===== src/rtl/ppu_pkg.sv =====
// Shared pipeline definitions: control-word field layout, bubble value and small helpers.
package ppu_pkg;

   localparam int CW_DEF = 15;

   localparam int SHIFT_IMM   = 14;
   localparam int ALU_OP_HI   = 13;
   localparam int ALU_OP_LO   = 11;
   localparam int LOAD        = 10;
   localparam int RF_EN       = 9;
   localparam int BRANCH      = 8;
   localparam int TA          = 7;
   localparam int MEM_SIZE_HI = 6;
   localparam int MEM_SIZE_LO = 5;
   localparam int MEM_RW      = 4;
   localparam int MEM_SE      = 3;
   localparam int HI_EN       = 2;
   localparam int LO_EN       = 1;
   localparam int MEM_EN      = 0;

   localparam logic [CW_DEF-1:0] BUBBLE_CTRL = '0;

   typedef enum logic [1:0] {
      MEM_BYTE = 2'b00,
      MEM_HALF = 2'b01,
      MEM_WORD = 2'b10
   } memSizeE;

   function automatic logic [3:0] popcount8(input logic [7:0] v);
      logic [3:0] c;
      c = '0;
      for (int i = 0; i < 8; i++) begin
         c = c + {3'b000, v[i]};
      end
      return c;
   endfunction

endpackage


===== src/rtl/pipe_stage_reg.sv =====
// One pipeline register holding {valid, ctrl, pc, insn}; a bubble clears the whole word so
// an invalid stage can never carry a live enable.
module pipe_stage_reg
   import ppu_pkg::*;
#(
   parameter int W = 32
) (
   input  logic         clk,
   input  logic         reset,
   input  logic         hold_i,
   input  logic         bubble_i,
   input  logic [W-1:0] d_i,
   output logic [W-1:0] q_o
);

   logic [W-1:0] data_q;

   // Priority: reset, then bubble (flush beats a stall hold), then hold, then load.
   always_ff @(posedge clk) begin
      if (!reset) begin
         data_q <= '0;
      end else if (bubble_i) begin
         data_q <= '0;
      end else if (!hold_i) begin
         data_q <= d_i;
      end
   end

   assign q_o = data_q;

endmodule


===== src/rtl/pipe_ctrl_chain.sv =====
// ID..WB pipeline register chain with per-stage stall/flush, bubble insertion and
// occupancy / bubble statistics.
module pipe_ctrl_chain
   import ppu_pkg::*;
#(
   parameter int STAGES = 4,
   parameter int CW     = CW_DEF,
   parameter int AW     = 32,
   parameter int IW     = 32,
   parameter int CNT_W  = 16
) (
   input  logic                 clk,
   input  logic                 reset,
   input  logic                 in_valid,
   input  logic [CW-1:0]        in_ctrl,
   input  logic [AW-1:0]        in_pc,
   input  logic [IW-1:0]        in_insn,
   output logic                 in_ready,
   input  logic                 stall_en,
   input  logic [2:0]           stall_at,
   input  logic [STAGES-1:0]    flush,
   output logic [STAGES-1:0]    stg_valid,
   output logic [STAGES*CW-1:0] stg_ctrl,
   output logic [STAGES*AW-1:0] stg_pc,
   output logic [STAGES*IW-1:0] stg_insn,
   output logic                 retire_valid,
   output logic [3:0]           occupancy,
   output logic [CNT_W-1:0]     bubble_cnt
);

   localparam int W = 1 + CW + AW + IW;

   logic [W-1:0]      stageData [STAGES];
   logic [STAGES-1:0] nextValid;
   logic [3:0]        stallIdx;
   logic              stallAct;
   logic              bubbleIns;
   logic [3:0]        occupancy_q, occupancy_d;
   logic [CNT_W-1:0]  bubble_cnt_q, bubble_cnt_d;

   // An out-of-range stall index is ignored entirely; stalling the last stage adds no bubble.
   assign stallIdx  = {1'b0, stall_at};
   assign stallAct  = stall_en && (stallIdx < 4'(STAGES));
   assign bubbleIns = stallAct && (stallIdx < 4'(STAGES - 1));
   assign in_ready  = !stallAct;

   for (genvar i = 0; i < STAGES; i++) begin : g_stage
      logic         hold;
      logic         bubble;
      logic [W-1:0] d;

      assign hold   = stallAct && (4'(i) <= stallIdx);
      assign bubble = flush[i] || (bubbleIns && (4'(i) == stallIdx + 4'd1));

      if (i == 0) begin : g_head
         assign d = {in_valid, in_ctrl, in_pc, in_insn};
      end else begin : g_body
         assign d = stageData[i-1];
      end

      pipe_stage_reg #(.W(W)) u_reg (
         .clk      (clk),
         .reset    (reset),
         .hold_i   (hold),
         .bubble_i (bubble),
         .d_i      (d),
         .q_o      (stageData[i])
      );

      assign stg_valid[i]          = stageData[i][W-1];
      assign stg_ctrl[i*CW +: CW]  = stageData[i][AW+IW +: CW];
      assign stg_pc[i*AW +: AW]    = stageData[i][IW +: AW];
      assign stg_insn[i*IW +: IW]  = stageData[i][0 +: IW];
      assign nextValid[i]          = !bubble && (hold ? stageData[i][W-1] : d[W-1]);
   end

   always_comb begin
      occupancy_d  = popcount8(8'(nextValid));
      bubble_cnt_d = bubble_cnt_q;
      if (bubbleIns && (bubble_cnt_q != '1)) begin
         bubble_cnt_d = bubble_cnt_q + 1'b1;
      end
   end

   // Occupancy mirrors the valid bits the stages will hold after this edge.
   always_ff @(posedge clk) begin
      if (!reset) begin
         occupancy_q  <= '0;
         bubble_cnt_q <= '0;
      end else begin
         occupancy_q  <= occupancy_d;
         bubble_cnt_q <= bubble_cnt_d;
      end
   end

   assign occupancy    = occupancy_q;
   assign bubble_cnt   = bubble_cnt_q;
   assign retire_valid = stg_valid[STAGES-1] && !(stall_en && (stall_at == 3'(STAGES - 1)));

endmodule

===== config.mk =====
export PLATFORM = sky130hd
export DESIGN_NAME = pipe_ctrl_chain
export DESIGN_NICKNAME = d
export VERILOG_FILES = /design/src/rtl/ppu_pkg.sv /design/src/rtl/pipe_stage_reg.sv /design/src/rtl/pipe_ctrl_chain.sv
export SDC_FILE = /design/constraint.sdc
export NUM_CORES = 1
export LEC_CHECK = 0
export CORE_AREA = 2 2 166 168
export DETAILED_ROUTE_END_ITERATION = 6
export DIE_AREA = 0 0 168 170
export HOLD_SLACK_MARGIN = 0.02
export PLACE_DENSITY_LB_ADDON = 0.2
export SYNTH_ARGS = -nofsm -noshare
export SYNTH_HDL_FRONTEND = slang
export SYNTH_SLANG_ARGS = --single-unit

===== constraint.sdc =====
create_clock -name clk -period 3.08 [get_ports clk]
set_clock_uncertainty 0.15 [all_clocks]
set_input_delay 0.308 -clock clk [delete_from_list [all_inputs] [get_ports clk]]
set_output_delay 0.308 -clock clk [all_outputs]
set_load 0.03 [all_outputs]

==> key figures, run 1 <==
Floorplanning
  – Number of placed I/O pins: 432
  – Site Rows: 60
  – CORE AREA: 26700 µm²
  – Chip Width: 168 µm
  – Initial core utilization: 0.448
  – Die Ht: 170 µm
  – Die area: 28600 µm²

Clocking
  – Clock sink count: 339
  – CTS max path bufs: 3
  – Clock slew at reported path FFs: 0.06 ns
  – Post-CTS sizing: 0
  – Htree depth: 2
  – CTS root buffer: clkbuf_16
  – CTS buffer count: 36
  – Clock Latency Late Sink: 0.50 ns
  – CTS Hold Bufs: 0
  – Post-CTS Setup Repair Bufs: 0
  – CTS tree: yes

Placement
  – Dpl ws: 0.0402 ns
  – Port bufs: 430
  – Final HPWL DP: 26.7 mm
  – Routability cong.: 0.837

Yosys
  – Area share of and/or/nand/nor cells after synthesis: 0.232
  – Netlist cell types: 46
  – Post-Syn Area: 12000 µm²
  – Synth Register Bits: 339
  – Mux share of post-synthesis cell area: 0.00167
  – Synth Area in Compound Gates: 0.153
  – Synth Area in Adders: 0.00482
  – Post-synth top area share: 0.568
  – Synth top area cells: dfxtp_1 (57%), nand2_1 (20%), a21oi_1 (14%), clkbuf_1 (2.6%), buf_2 (1.1%)
  – Post-synth ARST share: 0
  – Number of flops mapped to enable cells by yosys: 0
  – Mean Syn Cell Area: 7.89 µm²
  – Register area share after synthesis: 0.568
  – Ys flop type: dfxtp_1
  – Syn Inst Count: 1515
  – Largest family of logic cells by synthesized area: simple AND/OR/NAND/NOR gates
  – Ys Warns: 0
  – Synth Area in XOR/XNOR: 0
  – Largest area contributor in the netlist: dfxtp_1
  – Syn_nets: 1609

Critical path
  – Req. time, crit path: 2.62 ns
  – CP endpoint kind: output port
  – Setup crit start: stall_at[2]
  – Worst r2r path cells: 7
  – Reg2reg start: g_stage[0].u_reg.q_o[79]
  – R2r endpoint: occupancy[1]
  – Crit path arrival time: 2.14 ns
  – Crit Path Max Fanout: 33
  – Setup CP Type: in -> out
  – Worst setup SP type: primary input
  – Flop2flop setup slack: 0.90 ns

Detailed routing
  – Drc violations: 0
  – Vias after detailed routing: 11700
  – Initial drt markers: 699
  – Wire per inst: 17.6 µm
  – Total Wirelength: 39.7 mm
  – Post-route ant nets: 0
  – Via density: 5.17
  – Drt first pass iters: 5

Pwr
  – P_leak: 5.97 nW
  – PD cells: 545 nW/µm²
  – Max IR drop VDD: 315 µV

Final layout
  – Most frequent cells in the layout: nand2_1 (646), clkdlybuf4s50_1 (430), dfxtp_1 (339)
  – Fin nets: 1990
  – Layout cells sized above 1: 0.0479
  – Commonest non-fill, non-tap cell in the layout: nand2_1
  – Area added between synthesis and finish: 48.4%
  – N_diodes: 0

Global routing
  – Initial antenna violation count: 0
  – GRT overflow: 0
  – Vias in the first global route: 11000
  – First-pass GRT wire length: 61.3 mm
  – Global-route usage over all layers: 0.268
  – Largest net degree at the start of global routing: 81

STA
  – Setup TNS Final: 0 ns
  – Slew HR: 0.372
  – Final period util: 0.844
  – Post-route minimum period: 2.60 ns
  – # setup viols final: 0
  – Fmax: 0.385 GHz
  – Final hold viol count: 0
  – Max-slew violation count: 0
  – RSZ-0062 raised after global routing: false
  – Worst slew pin tran: 0.942 ns
  – Fin worst setup slack: 0.482 ns

Status
  – Outcome: finished clean

Hold path
  – Hold Path End: g_stage[0].u_reg.q_o[13]
  – HP Start: in_insn[13]
  – Hold Crit Class: in -> reg
  – Worst Hold Depth: 3

Flow run
  – Max Cap Viol: 0
-- synthesized netlist by cell type (4+ instances only) --
cell / n
nor2_1: 8
o31ai_1: 6
buf_2: 26
nand3_1: 5
o41ai_1: 4
or4_1: 7
nor3_1: 4
nand2_1: 647
a21oi_1: 326
and2_1: 7
inv_1: 5
clkbuf_1: 82
dfxtp_1: 339
-- power by group --
| part | internal (W) | switching [W] |
|---|---|---|
| Combinational | 0.000277 | 0.000457 |
| Sequential | 0.00445 | 0.0000539 |
| Clock | 0.00273 | 0.00169 |
| Total | 0.00746 | 0.00221 |
-- cells by family (layout without fill, tap and decap cells) --
group	after synthesis	in the layout
other cells	1	1
simple gates	700	700
compound gates	352	352
flops	339	339
mux	2	2
fa+ha+maj	4	4
buf+inv	117	522
-- worst max-delay path, stage by stage --
cell and delay [ns]:
clkdlybuf4s50_1 0.53, nor2b_4 0.07, clkinv_2 0.09, buf_4 0.37
clkdlybuf4s50_1 0.75
-- state kept, by name, summed over array words and instances, names as in the netlist --
register / cells
occupancy: 3
bubble_cnt: 16
g_stage.u_reg.q_o: 320
-- metal layers --
layer  global-route usage  vias to the layer above  part of all wire
li1                     -                     5691                 -
met4                0.129                        0             0.052
met3               0.0598                      113             0.074
met1                0.329                     5416              0.40
met5                    0                        -                 0
met2                0.448                      468              0.47
-- worst max path at each step --
stage | to | cells past startpoint
2_1_floorplan | occupancy[1] | 11
3_5_place_dp | occupancy[1] | 11
4_1_cts | in_ready | 5
5_1_grt | in_ready | 5
3_3_place_gp | occupancy[1] | 11
6_report | in_ready | 5
-- metrics by stage --
stage               hold slack, ns  std cells  total power (W)   util  area, µm²
finish                       0.205       2261          0.00967  0.665      17700
global route                 0.196       2261          0.00998  0.665      17700
CTS                          0.189       2261          0.00975  0.665      17700
detailed placement           0.294       2199          0.00533  0.620      16500
global placement             0.287       2199          0.00532  0.620      16500
floorplan                    0.237       1515          0.00497      -      12000
-- final cells by class --
class                           instances  area, µm²
Multi-Input combinational cell       1059       4760
Sequential cell                       339       6790
Clock inverter                          5        128
Fill cell                            2225       8920
Inverter                                7       27.5
Timing Repair Buffer                  453       4530
Clock buffer                           57       1080
Tap cell                              341        427
Note: power is estimated with default switching activity, not from simulation.
==> run 2: changes to the inputs <==
--- a/config.mk
+++ b/config.mk
@@ -5,9 +5,8 @@
 export SDC_FILE = /design/constraint.sdc
 export NUM_CORES = 1
 export LEC_CHECK = 0
-export CORE_AREA = 2 2 166 168
+export CORE_UTILIZATION = 40
 export DETAILED_ROUTE_END_ITERATION = 6
-export DIE_AREA = 0 0 168 170
 export HOLD_SLACK_MARGIN = 0.02
 export PLACE_DENSITY_LB_ADDON = 0.2
 export SYNTH_ARGS = -nofsm -noshare
==> constraint.sdc (replaced) <==
create_clock -name clk -period 2.3 [get_ports clk]
set_clock_uncertainty 0.15 [all_clocks]
set_input_delay 0.23 -clock clk [delete_from_list [all_inputs] [get_ports clk]]
set_output_delay 0.23 -clock clk [all_outputs]
set_load 0.03 [all_outputs]
==> run 2 against run 1 <==
Net effect:
- clock power increased by 35%
- power grew 35%
- flip-flop and latch count stayed put
- sequential share of layout area shrank 0.67 points
==> key figures, run 2 (synthesis gave the netlist of run 1 again) <==
Critical path
  – Critical path's top delay family: buffers and inverters
  – Req. time, crit path: 1.92 ns
  – Max incr delay on CP: 0.74 ns
  – WP buf/inv: 1
  – Crit Path Max Fanout: 8
  – Slowest stage cell, crit path: clkdlybuf4s50_1
  – Worst setup SP type: flip-flop
  – Setup CP Type: reg -> out
  – Crit path cell chain: clkdlybuf4s50_1
  – Crit path arrival time: 1.73 ns
  – CP endpoint kind: output port

Final layout
  – Largest register FFs: 320
  – Commonest non-fill, non-tap cell in the layout: nand2_1
  – Layout cells sized above 1: 0.0634
  – Area added between synthesis and finish: 51.0%
  – Most frequent cells in the layout: nand2_1 (646), clkdlybuf4s50_1 (426), dfxtp_1 (339)
  – Fin nets: 2009
  – Design area: 18000 µm²
  – N_diodes: 0

Pwr
  – Max IR drop VDD: 439 µV
  – Comb power frac: 0.078
  – Sw Pwr: 0.00309 W
  – PD cells: 721 nW/µm²
  – Clock network power share: 0.458
  – Sw Share: 0.237
  – Reg power frac: 0.464
  – Internal power: 0.00992 W
  – P_leak: 6.12 nW

Global routing
  – Global-route usage over all layers: 0.247
  – Largest net degree at the start of global routing: 81
  – Vias in the first global route: 10700
  – First-pass GRT wire length: 59.8 mm
  – Initial antenna violation count: 0
  – GRT overflow: 0

STA
  – Final period util: 0.917
  – Final hold viol count: 0
  – # setup viols final: 0
  – Worst slew pin tran: 0.976 ns
  – Setup TNS Final: 0 ns
  – Max-slew violation count: 0
  – Slew HR: 0.350
  – Fmax: 0.474 GHz
  – RSZ-0062 raised after global routing: false
  – Post-route minimum period: 2.11 ns

Detailed routing
  – Initial drt markers: 735
  – Via density: 5.02
  – Drt first pass iters: 5
  – Total Wirelength: 39.6 mm
  – Wire per inst: 17.0 µm
  – Drc violations: 0
  – Vias after detailed routing: 11700
  – Post-route ant nets: 0

Clocking
  – Clock slew at reported path FFs: 0.06 ns
  – Htree depth: 2
  – Clock sink count: 339
  – CTS root buffer: clkbuf_16
  – CTS tree: yes
  – CTS max path bufs: 3
  – CTS buffer count: 37
  – Clock Latency Late Sink: 0.52 ns

Placement
  – Port bufs: 430
  – Area after DPL: 16800 µm²
  – Final HPWL DP: 27.7 mm
  – Routability cong.: 0.843

Floorplanning
  – Die Ht: 175 µm
  – CORE AREA: 29000 µm²
  – Die area: 30600 µm²
  – Initial core utilization: 0.412
  – Site Rows: 62
  – Chip Width: 175 µm
  – Number of placed I/O pins: 432

Flow run
  – Max Cap Viol: 0

Hold path
  – Hold Crit Class: in -> reg

Status
  – Outcome: finished clean
## run 2: cell types whose count changed in the layout (fill, tap and decap cells not counted), moves of 4 or more
cell,change
buf_4,+11
buf_12,+7
clkbuf_1,-6
clkdlybuf4s50_1,-4
clkinv_2,+4
inv_6,+4
## run 2: layout make-up
| class | count | area [µm²] |
|---|---|---|
| clock buffers | 52 | 1090 |
| clock inverters | 13 | 135 |
| fillers | 2569 | 11000 |
| inverters | 7 | 28.8 |
| multi-input cells | 1059 | 4770 |
| flip-flops and latches | 339 | 6790 |
| well taps | 384 | 480 |
| repair buffers | 471 | 4750 |
## run 2: worst paths after layout
kind,startpoint,to,slack (ns),depth (start not counted)
max,bubble_cnt[4],bubble_cnt[4],0.19,1
min,stall_at[2],g_stage[0].u_reg.q_o[3],0.11,5
max reg2reg,g_stage[0].u_reg.q_o[79],occupancy[1],0.23,7
min reg2reg,g_stage[3].u_reg.q_o[7],g_stage[3].u_reg.q_o[7],0.30,2
## run 2: power by group through the flow
stage / clock, W / combinational, W / sequential (W)
2_1_floorplan: 0 / 0.000344 / 0.00631
3_3_place_gp: 0 / 0.00101 / 0.00616
3_5_place_dp: 0 / 0.00101 / 0.00616
4_1_cts: 0.00606 / 0.00102 / 0.00603
5_1_grt: 0.00631 / 0.00108 / 0.00604
6_report: 0.00596 / 0.00102 / 0.00603
## run 2: routing by layer
| layer | vias to the layer above | share of wire | track usage | wire [µm] |
|---|---|---|---|---|
| li1 | 5738 | - | - | - |
| met1 | 5374 | 0.41 | 0.311 | 16400 |
| met2 | 445 | 0.46 | 0.397 | 18300 |
| met3 | 109 | 0.072 | 0.0472 | 2830 |
| met4 | 0 | 0.052 | 0.135 | 2070 |
| met5 | - | 0 | 0 | 0 |
## run 2: timing repair
action | 4_1_cts | 5_1_grt
setup endpoints to repair | 1 | 1
hold buffers | 0 | 0
resized for setup | 1 | 4
setup buffers | 0 | 2
cloned | 0 | 0
pin swaps | 0 | 2
## run 2: stage by stage
| step | util | total power (W) | cells | hold WS [ns] | worst slack [ns] |
|---|---|---|---|---|---|
| floorplan | - | 0.00665 | 1515 | 0.159 | -0.0870 |
| detailed placement | 0.579 | 0.00717 | 2258 | 0.294 | -0.522 |
| CTS | 0.621 | 0.0131 | 2323 | 0.0987 | 0.0283 |
| global route | 0.622 | 0.0134 | 2325 | 0.106 | 0.102 |
| finish | 0.622 | 0.0130 | 2325 | 0.109 | 0.190 |
| global placement | 0.579 | 0.00716 | 2258 | 0.287 | -0.463 |
